$ cat src/rtl/pipeline_control_unit_pkg.sv
// Shared encodings for the pipeline control unit: PC source selects and FSM states.
package pipeline_control_unit_pkg;

  localparam logic [1:0] PCSEL_PLUS4  = 2'd0;
  localparam logic [1:0] PCSEL_BRANCH = 2'd1;
  localparam logic [1:0] PCSEL_TRAP   = 2'd2;
  localparam logic [1:0] PCSEL_MEPC   = 2'd3;

  typedef enum logic [1:0] {
    ST_RUN   = 2'd0,
    ST_DRAIN = 2'd1,
    ST_TRAP  = 2'd2
  } state_e;

endpackage

$ cat src/rtl/pipeline_control_unit_perf_stall_counter.sv
// Free-running enable-increment counter that wraps modulo 2^CNT_W.
module perf_stall_counter #(
  parameter int CNT_W = 32
) (
  input  logic             clk_i,
  input  logic             reset_i,
  input  logic             inc,
  output logic [CNT_W-1:0] count
);

  always_ff @(posedge clk_i or posedge reset_i) begin
    if (reset_i) begin
      count <= '0;
    end else if (inc) begin
      count <= count + CNT_W'(1);
    end
  end

endmodule

$ cat src/rtl/pipeline_control_unit.sv
// Stall/flush arbiter for the 5-stage core: stage enables, flushes, PC select,
// interrupt-entry sequencing and a stall-cycle counter.
module pipeline_control_unit
  import pipeline_control_unit_pkg::*;
#(
  parameter int DRAIN_CYCLES = 2,
  parameter int CNT_W        = 32
) (
  input  logic             clk_i,
  input  logic             reset_i,
  input  logic             hazard_stall,
  input  logic             instr_wait,
  input  logic             data_wait,
  input  logic             branch_taken_EX,
  input  logic             mret_EX,
  input  logic [31:0]      branch_target_EX,
  input  logic [31:0]      pc_ID,
  input  logic             irq_pending,
  output logic             pc_en,
  output logic             if_id_en,
  output logic             id_ex_en,
  output logic             ex_mem_en,
  output logic             mem_wb_en,
  output logic             if_id_flush,
  output logic             id_ex_flush,
  output logic [1:0]       pc_sel,
  output logic             trap_entry,
  output logic [31:0]      mepc_o,
  output logic [CNT_W-1:0] stall_count
);

  localparam logic [1:0] DRAIN_LOAD = 2'(DRAIN_CYCLES);

  state_e     state;
  logic [1:0] drain_cnt;
  logic       accept_irq;

  always_comb begin
    pc_en       = 1'b1;
    if_id_en    = 1'b1;
    id_ex_en    = 1'b1;
    ex_mem_en   = 1'b1;
    mem_wb_en   = 1'b1;
    if_id_flush = 1'b0;
    id_ex_flush = 1'b0;
    pc_sel      = PCSEL_PLUS4;
    accept_irq  = 1'b0;

    case (state)
      ST_RUN: begin
        if (data_wait) begin
          pc_en     = 1'b0;
          if_id_en  = 1'b0;
          id_ex_en  = 1'b0;
          ex_mem_en = 1'b0;
          mem_wb_en = 1'b0;
        end else if (irq_pending) begin
          // Squash IF/ID but let the EX instruction retire before the trap.
          accept_irq  = 1'b1;
          pc_en       = 1'b0;
          if_id_flush = 1'b1;
          id_ex_flush = 1'b1;
        end else if (branch_taken_EX || mret_EX) begin
          pc_sel      = branch_taken_EX ? PCSEL_BRANCH : PCSEL_MEPC;
          if_id_flush = 1'b1;
          id_ex_flush = 1'b1;
        end else if (hazard_stall) begin
          pc_en       = 1'b0;
          if_id_en    = 1'b0;
          id_ex_flush = 1'b1;
        end else if (instr_wait) begin
          pc_en       = 1'b0;
          if_id_flush = 1'b1;
        end
      end
      ST_DRAIN: begin
        if (data_wait) begin
          pc_en     = 1'b0;
          if_id_en  = 1'b0;
          id_ex_en  = 1'b0;
          ex_mem_en = 1'b0;
          mem_wb_en = 1'b0;
        end else begin
          pc_en       = 1'b0;
          if_id_flush = 1'b1;
          id_ex_flush = 1'b1;
        end
      end
      ST_TRAP: begin
        pc_sel      = PCSEL_TRAP;
        if_id_flush = 1'b1;
        id_ex_flush = 1'b1;
      end
      default: ;
    endcase
  end

  // Drain counter only advances on cycles where MEM is not waiting on data.
  always_ff @(posedge clk_i or posedge reset_i) begin
    if (reset_i) begin
      state      <= ST_RUN;
      drain_cnt  <= 2'd0;
      mepc_o     <= 32'd0;
      trap_entry <= 1'b0;
    end else begin
      trap_entry <= 1'b0;
      case (state)
        ST_RUN: begin
          if (accept_irq) begin
            state     <= ST_DRAIN;
            drain_cnt <= DRAIN_LOAD;
            mepc_o    <= branch_taken_EX ? branch_target_EX : pc_ID;
          end
        end
        ST_DRAIN: begin
          if (!data_wait) begin
            if (drain_cnt <= 2'd1) begin
              state      <= ST_TRAP;
              drain_cnt  <= 2'd0;
              trap_entry <= 1'b1;
            end else begin
              drain_cnt <= drain_cnt - 2'd1;
            end
          end
        end
        ST_TRAP: state <= ST_RUN;
        default: state <= ST_RUN;
      endcase
    end
  end

  perf_stall_counter #(
    .CNT_W(CNT_W)
  ) u_stall_counter (
    .clk_i  (clk_i),
    .reset_i(reset_i),
    .inc    (~pc_en),
    .count  (stall_count)
  );

endmodule

$ cat config.mk
export PLATFORM = sky130hd
export DESIGN_NAME = pipeline_control_unit
export DESIGN_NICKNAME = d
export VERILOG_FILES = /design/src/rtl/pipeline_control_unit_pkg.sv /design/src/rtl/pipeline_control_unit_perf_stall_counter.sv /design/src/rtl/pipeline_control_unit.sv
export SDC_FILE = /design/constraint.sdc
export NUM_CORES = 1
export LEC_CHECK = 0
export CAP_MARGIN = 20
export CORE_ASPECT_RATIO = 0.6
export CORE_MARGIN = 3
export CORE_UTILIZATION = 37
export DETAILED_ROUTE_END_ITERATION = 12
export GPL_TIMING_DRIVEN = 0
export MAX_ROUTING_LAYER = met4
export PLACE_DENSITY = 0.75
export SYNTH_ARGS = -nofsm -noshare
export SYNTH_HDL_FRONTEND = slang
export SYNTH_HIERARCHICAL = 1
export SYNTH_SLANG_ARGS = --single-unit
$ cat constraint.sdc
create_clock -name clk_i -period 5.9 [get_ports clk_i]
set_input_delay 1.18 -clock clk_i [delete_from_list [all_inputs] [get_ports clk_i]]
set_output_delay 1.18 -clock clk_i [all_outputs]
set_load 0.005 [all_outputs]
# After elaboration in Yosys (flattened, before gate mapping)
# Index checks and enable logic that the tools add are counted.
[totals] out_inout_bits=74 regBits=69 word_cells=64 inputBits=72
[op_classes] n_mux=44 addsub=2 reduce_logical=7 eq_ne=5 magnitude_cmp=1
[ops] op="32-bit by 1-bit adder with 32-bit output, second input constant" n=1
[ops] op="32-bit 2-to-1 mux" n=1
[ops] op="1-bit 2-to-1 mux" n=26
[ops] op="2-bit 2-to-1 mux" n=10
[ops] op="2-bit one-hot mux with 2 select lines" n=3
[ops] op="2-bit != test, second input constant" n=3
[ops] op="1-bit one-hot mux with 3 select lines" n=2
[ops] op="3-bit AND reduction" n=2
[ops] op="1-bit one-hot mux with 2 select lines" n=2
[ops] op="2-bit by 1-bit == test with 1-bit output, second input constant" n=1
[ops] op="2-bit == test, second input constant" n=1
[ops] op="2-bit by 1-bit less-or-equal comparator with 1-bit output, second input constant" n=1
[ops] op="2-bit logical NOT" n=1
[ops] op="2-bit AND reduction" n=1
[ops] op="2-bit nonzero test" n=1
[ops] op="2-bit OR reduction" n=1
[ops] op="2-bit by 1-bit subtractor with 2-bit output, second input constant" n=1
[ops] op="1-bit logical OR" n=1

# Depth between registers and ports, before layout
[logic_depth] ltp_word=6 ltp_mapped=8 ltp_nobuf=7

# Hierarchy
# Netlist, hierarchy kept.
[modules_own_cells] module="pipeline_control_unit" cells_each=184 area_each_um2=1914.3 seq_area_each_um2=925.9 n_inst=1
[modules_own_cells] module="perf_stall_counter" cells_each=126 area_each_um2=1476.4 seq_area_each_um2=800.8 n_inst=1

# Worst setup path after synthesis
# OpenSTA, ideal clock, no wires.
[synth_timing] path_type="in2reg" from="input port data_wait" to="register u_stall_counter.count[31]" path_buffers=1 t_arrival_ns=2.913 setup_slack_ns=2.863 cell_stages=7 setup_time_ns=0.123 required_time_ns=5.777 path_cell_list="clkbuf_1 -> nor3_1 -> a21oi_1 -> and4_1 -> nand3_1 -> or4_4 -> xnor2_2"
[synth_between] elab_chain_len=2
[synth_rtl] element="start, declared" line_no="pipeline_control_unit.sv:13" text="input logic data_wait,"
[synth_rtl] element="1-bit 2-to-1 mux" line_no="pipeline_control_unit.sv:51" text="if (data_wait) begin"
[synth_rtl] element="1-bit one-hot mux with 2 select lines" line_no="pipeline_control_unit.sv:49" text="case (state)"
[synth_rtl] element="end signal, assigned" line_no="pipeline_control_unit_perf_stall_counter.sv:15" text="count <= count + CNT_W'(1);"
[synth_rtl] element="end, declared" line_no="pipeline_control_unit_perf_stall_counter.sv:8" text="output logic [CNT_W-1:0] count"
# Every way passes these cells.
# A chain may end at the register's enable or synchronous reset.

# Worst setup path in the final report
[layout_timing] from="input port irq_pending" to="output port id_ex_flush"
[layout_between] elab_chain_len=3
[layout_rtl] element="start, declared" line_no="pipeline_control_unit.sv:18" text="input logic irq_pending,"
[layout_rtl] element="1-bit 2-to-1 mux" line_no="pipeline_control_unit.sv:57" text="end else if (irq_pending) begin"
[layout_rtl] element="1-bit 2-to-1 mux" line_no="pipeline_control_unit.sv:51"
[layout_rtl] element="1-bit one-hot mux with 3 select lines" line_no="pipeline_control_unit.sv:49"
[layout_rtl] element="end, declared" line_no="pipeline_control_unit.sv:25" text="output logic id_ex_flush,"
# Every way passes these cells.

==> results by group <==
Global routing
  • Antenna violations before repair: 0
  • Tot GR Track Use: 19.08%
  • First-pass GRT wire length: 14.76 mm
  • GRT overflow: 0
  • Vias in the first global route: 2848
  • Largest net degree at the start of global routing: 38

Drt
  • WL per Instance: 16.55 um
  • Via count: 2923
  • Vias per cell: 5.014
  • Routed wire length: 9.647 mm
  • First-pass DRT Iterations: 4
  • Post-route ant nets: 0
  • Initial DRC count: 149
  • Post-route DRC: 0

Yosys
  • Ys async rst share: 100.0%
  • Area of the mapped netlist: 3391 um2
  • Yosys warning total: 6
  • Post-synth EDFFs: 0
  • Synth top area share: 50.92%
  • Sequential fraction of the synthesis area: 50.92%
  • Ys flop type: dfrtp_1
  • Seq cells post-synth: 69
  • Leading area contributor after synthesis: dfrtp_1
  • Cells after synthesis: 310
  • Netlist cell types: 38
  • Avg Cell Area, Syn: 10.94 um2
  • Area contributors post-synth: dfrtp_1 (51%), mux2i_1 (9.4%), a21oi_2 (4.6%), nor2_1 (4.4%), xnor2_1 (4.1%)
  • Syn nets: 383

Placement
  • Routability cong.: 0.8966
  • Port bufs: 144
  • Post-Place Setup Slack: 1723 ps
  • DP HPWL: 7.499 mm
  • Placed Area: 5000 um2

STA
  • Max-slew headroom: 46.57%
  • Tcrit/Tclk final: 70.37%
  • Worst Slack Setup Final: 1748 ps
  • Fmax: 240.9 MHz
  • Clock Skew: 4.190 ps
  • Worst slew pin tran: 800.3 ps
  • Slew Limit Fails: 0
  • Unrepaired setup endpoints after global routing: false
  • Final Hold Fails: 0
  • Clock period minus final worst setup slack: 4152 ps
  • Setup violations, final: 0
  • Setup TNS: 0 ps

Run
  • Max Cap Viol: 0

Outcome
  • Status: finished, final reports clean

Clocking
  • Clock sinks: 69
  • CTS Buf Count: 9
  • Setup Fix Bufs, Post-CTS: 0
  • CTS tree: built
  • Maximum root-to-sink buffer count: 2
  • Worst-path clk slew: 60 ps
  • Insertion delay to the later sink of the worst-skew pair: 330 ps
  • H-tree Lvls: 3
  • PostCTS Resize Cnt: 0
  • Clk Tree Root Cell: clkbuf_16
  • Hold buffer count at cts: 0

Worst setup path
  • Reg2reg path depth: 6
  • CP Max Fanout: 7
  • Worst path max stage delay: 590 ps
  • Slowest cell on the critical path: nor4_1
  • Critical Path End Type: output pin
  • Crit path DAT: 2970 ps
  • Worst path most repeated cell: clkdlybuf4s50_1
  • Cell breakdown of the critical path: clkdlybuf4s50_1 -> nor4_1 -> a21oi_1 -> clkdlybuf4s50_1
  • CP Class: primary input to output pin
  • Worst setup SP type: primary input
  • Req. time, crit path: 4720 ps

Finish
  • Layout Nets: 539
  • Share of layout cells above drive strength 1: 14.01%
  • Post-route cell area: 5348 um2
  • Most frequent cells in the layout: clkdlybuf4s50_1 (144), dfrtp_1 (69), nor2_1 (40), mux2i_1 (32), a21oi_1 (19)
  • Commonest non-fill, non-tap cell in the layout: clkdlybuf4s50_1
  • # fillers: 729
  • Syn-to-layout area delta: 57.71%
  • Ant. Diodes: 0

Pwr
  • Clock power frac: 30.8%
  • Pint: 1.444 mW
  • Maximum vdd ir drop: 0.1852 mV
  • Logic pwr share: 34.1%
  • Cell Pwr Density: 377.1 nW/um2
  • Leak Pwr: 2.323 nW
  • Share of power burned in registers: 35.1%
  • Sw Pwr: 572.5 uW
  • Sw Ratio: 28.39%

Die
  • Die X: 129.6 um
  • Ports: 146
  • Core Area: 8718 um2
  • Die Ht: 80.15 um
  • Rows: 26
  • Die area: 10390 um2
  • Starting Density: 38.89%

Hold path
  • Worst hold path cell count: 1
  • Hold Path Class: register to register
-- critical path: cells and delay by family --
| family | cells | cell delay, ps |
|---|---|---|
| buffers and inverters | 2 | 1040 |
| AOI/OAI and AO/OA | 1 | 170 |
| and+or+nand+nor | 1 | 590 |
-- power groups by stage --
stage	clock network (mW)	registers, mW	logic, mW
floorplan	0	0.718	0.279
global placement	0	0.707	0.678
detailed placement	0	0.717	0.696
CTS	0.634	0.709	0.700
global route	0.658	0.730	0.743
finish	0.620	0.708	0.688
-- worst paths after layout --
kind / to / slack (ps) / start
setup / recovery: id_ex_flush / 1750 / irq_pending
hold / removal: u_stall_counter/count[16]$_DFFE_PP0P_ / 500 / u_stall_counter/count[16]$_DFFE_PP0P_
setup reg to reg: u_stall_counter/count[31]$_DFFE_PP0P_ / 3480 / state[1]$_DFFE_PP0P_
hold reg to reg: u_stall_counter/count[16]$_DFFE_PP0P_ / 500 / u_stall_counter/count[16]$_DFFE_PP0P_
max in group asynchronous: mepc_o[11]$_DFFE_PP0P_ / 4030 / reset_i
min in group asynchronous: u_stall_counter/count[2]$_DFFE_PP0P_ / 1320 / reset_i
-- synth_stat cells (2+ instances only) --
library cell / instances
a21oi_1: 19
a21oi_2: 18
and3_1: 2
and3_2: 2
and4_1: 3
and4_2: 3
and4_4: 2
buf_2: 6
buf_4: 4
buf_6: 5
dfrtp_1: 69
inv_1: 7
mux2i_1: 32
nand2_1: 15
nand3_1: 11
nand4_1: 7
nor2_1: 40
nor3_1: 7
nor4_1: 8
o21ai_0: 4
xnor2_1: 16
xor2_1: 14
-- sequential cells by signal, indices dropped and copies added (netlist names) --
register,count
drain_cnt,2
mepc_o,32
state,2
trap_entry,1
u_stall_counter/count,32
-- through the flow --
stage	total power, mW	util, %	cells	hold WS [ps]
floorplan	0.9975	-	310	467.0
global placement	1.385	57.03	566	477.1
detailed placement	1.414	57.35	567	491.1
CTS	2.043	61.34	583	500.1
global route	2.132	61.34	583	513.7
finish	2.017	61.34	583	495.3
-- area by class of cell --
class	instances	area (um2)	share of cell area, %
multi-input cells	218	1518	28.38
inverters	7	26.28	0.4913
well taps	112	140.1	2.620
clock inverters	7	122.6	2.293
repair buffers	145	1469	27.47
flip-flops and latches	69	1727	32.29
plain buffers	16	120.1	2.246
clock buffers	9	225.2	4.212
-- cells by family (layout without fill, tap and decap cells) --
kind of cell | Yosys count | in the layout | synth area share [%]
AND/OR/NAND/NOR | 109 | 109 | 17.60
multiplexers | 33 | 33 | 9.779
flip-flops | 69 | 69 | 50.92
adder cells (fa/ha/maj) | 1 | 1 | 0.3689
XOR/XNOR | 31 | 31 | 8.229
AO/OA/AOI/OAI | 44 | 44 | 8.782
buffers and inverters | 23 | 184 | 4.317
-- per-layer routing --
layer / track usage, % / share of wire, % / vias to the layer above
met4: 7.158 / 2.4 / 0
met2: 29.19 / 47 / 109
met3: 5.050 / 6.4 / 22
met1: 24.49 / 44 / 1396
li1: - / - / 1396
met5: - / 0 / -
No activity file was read; power rests on OpenSTA's default activity.
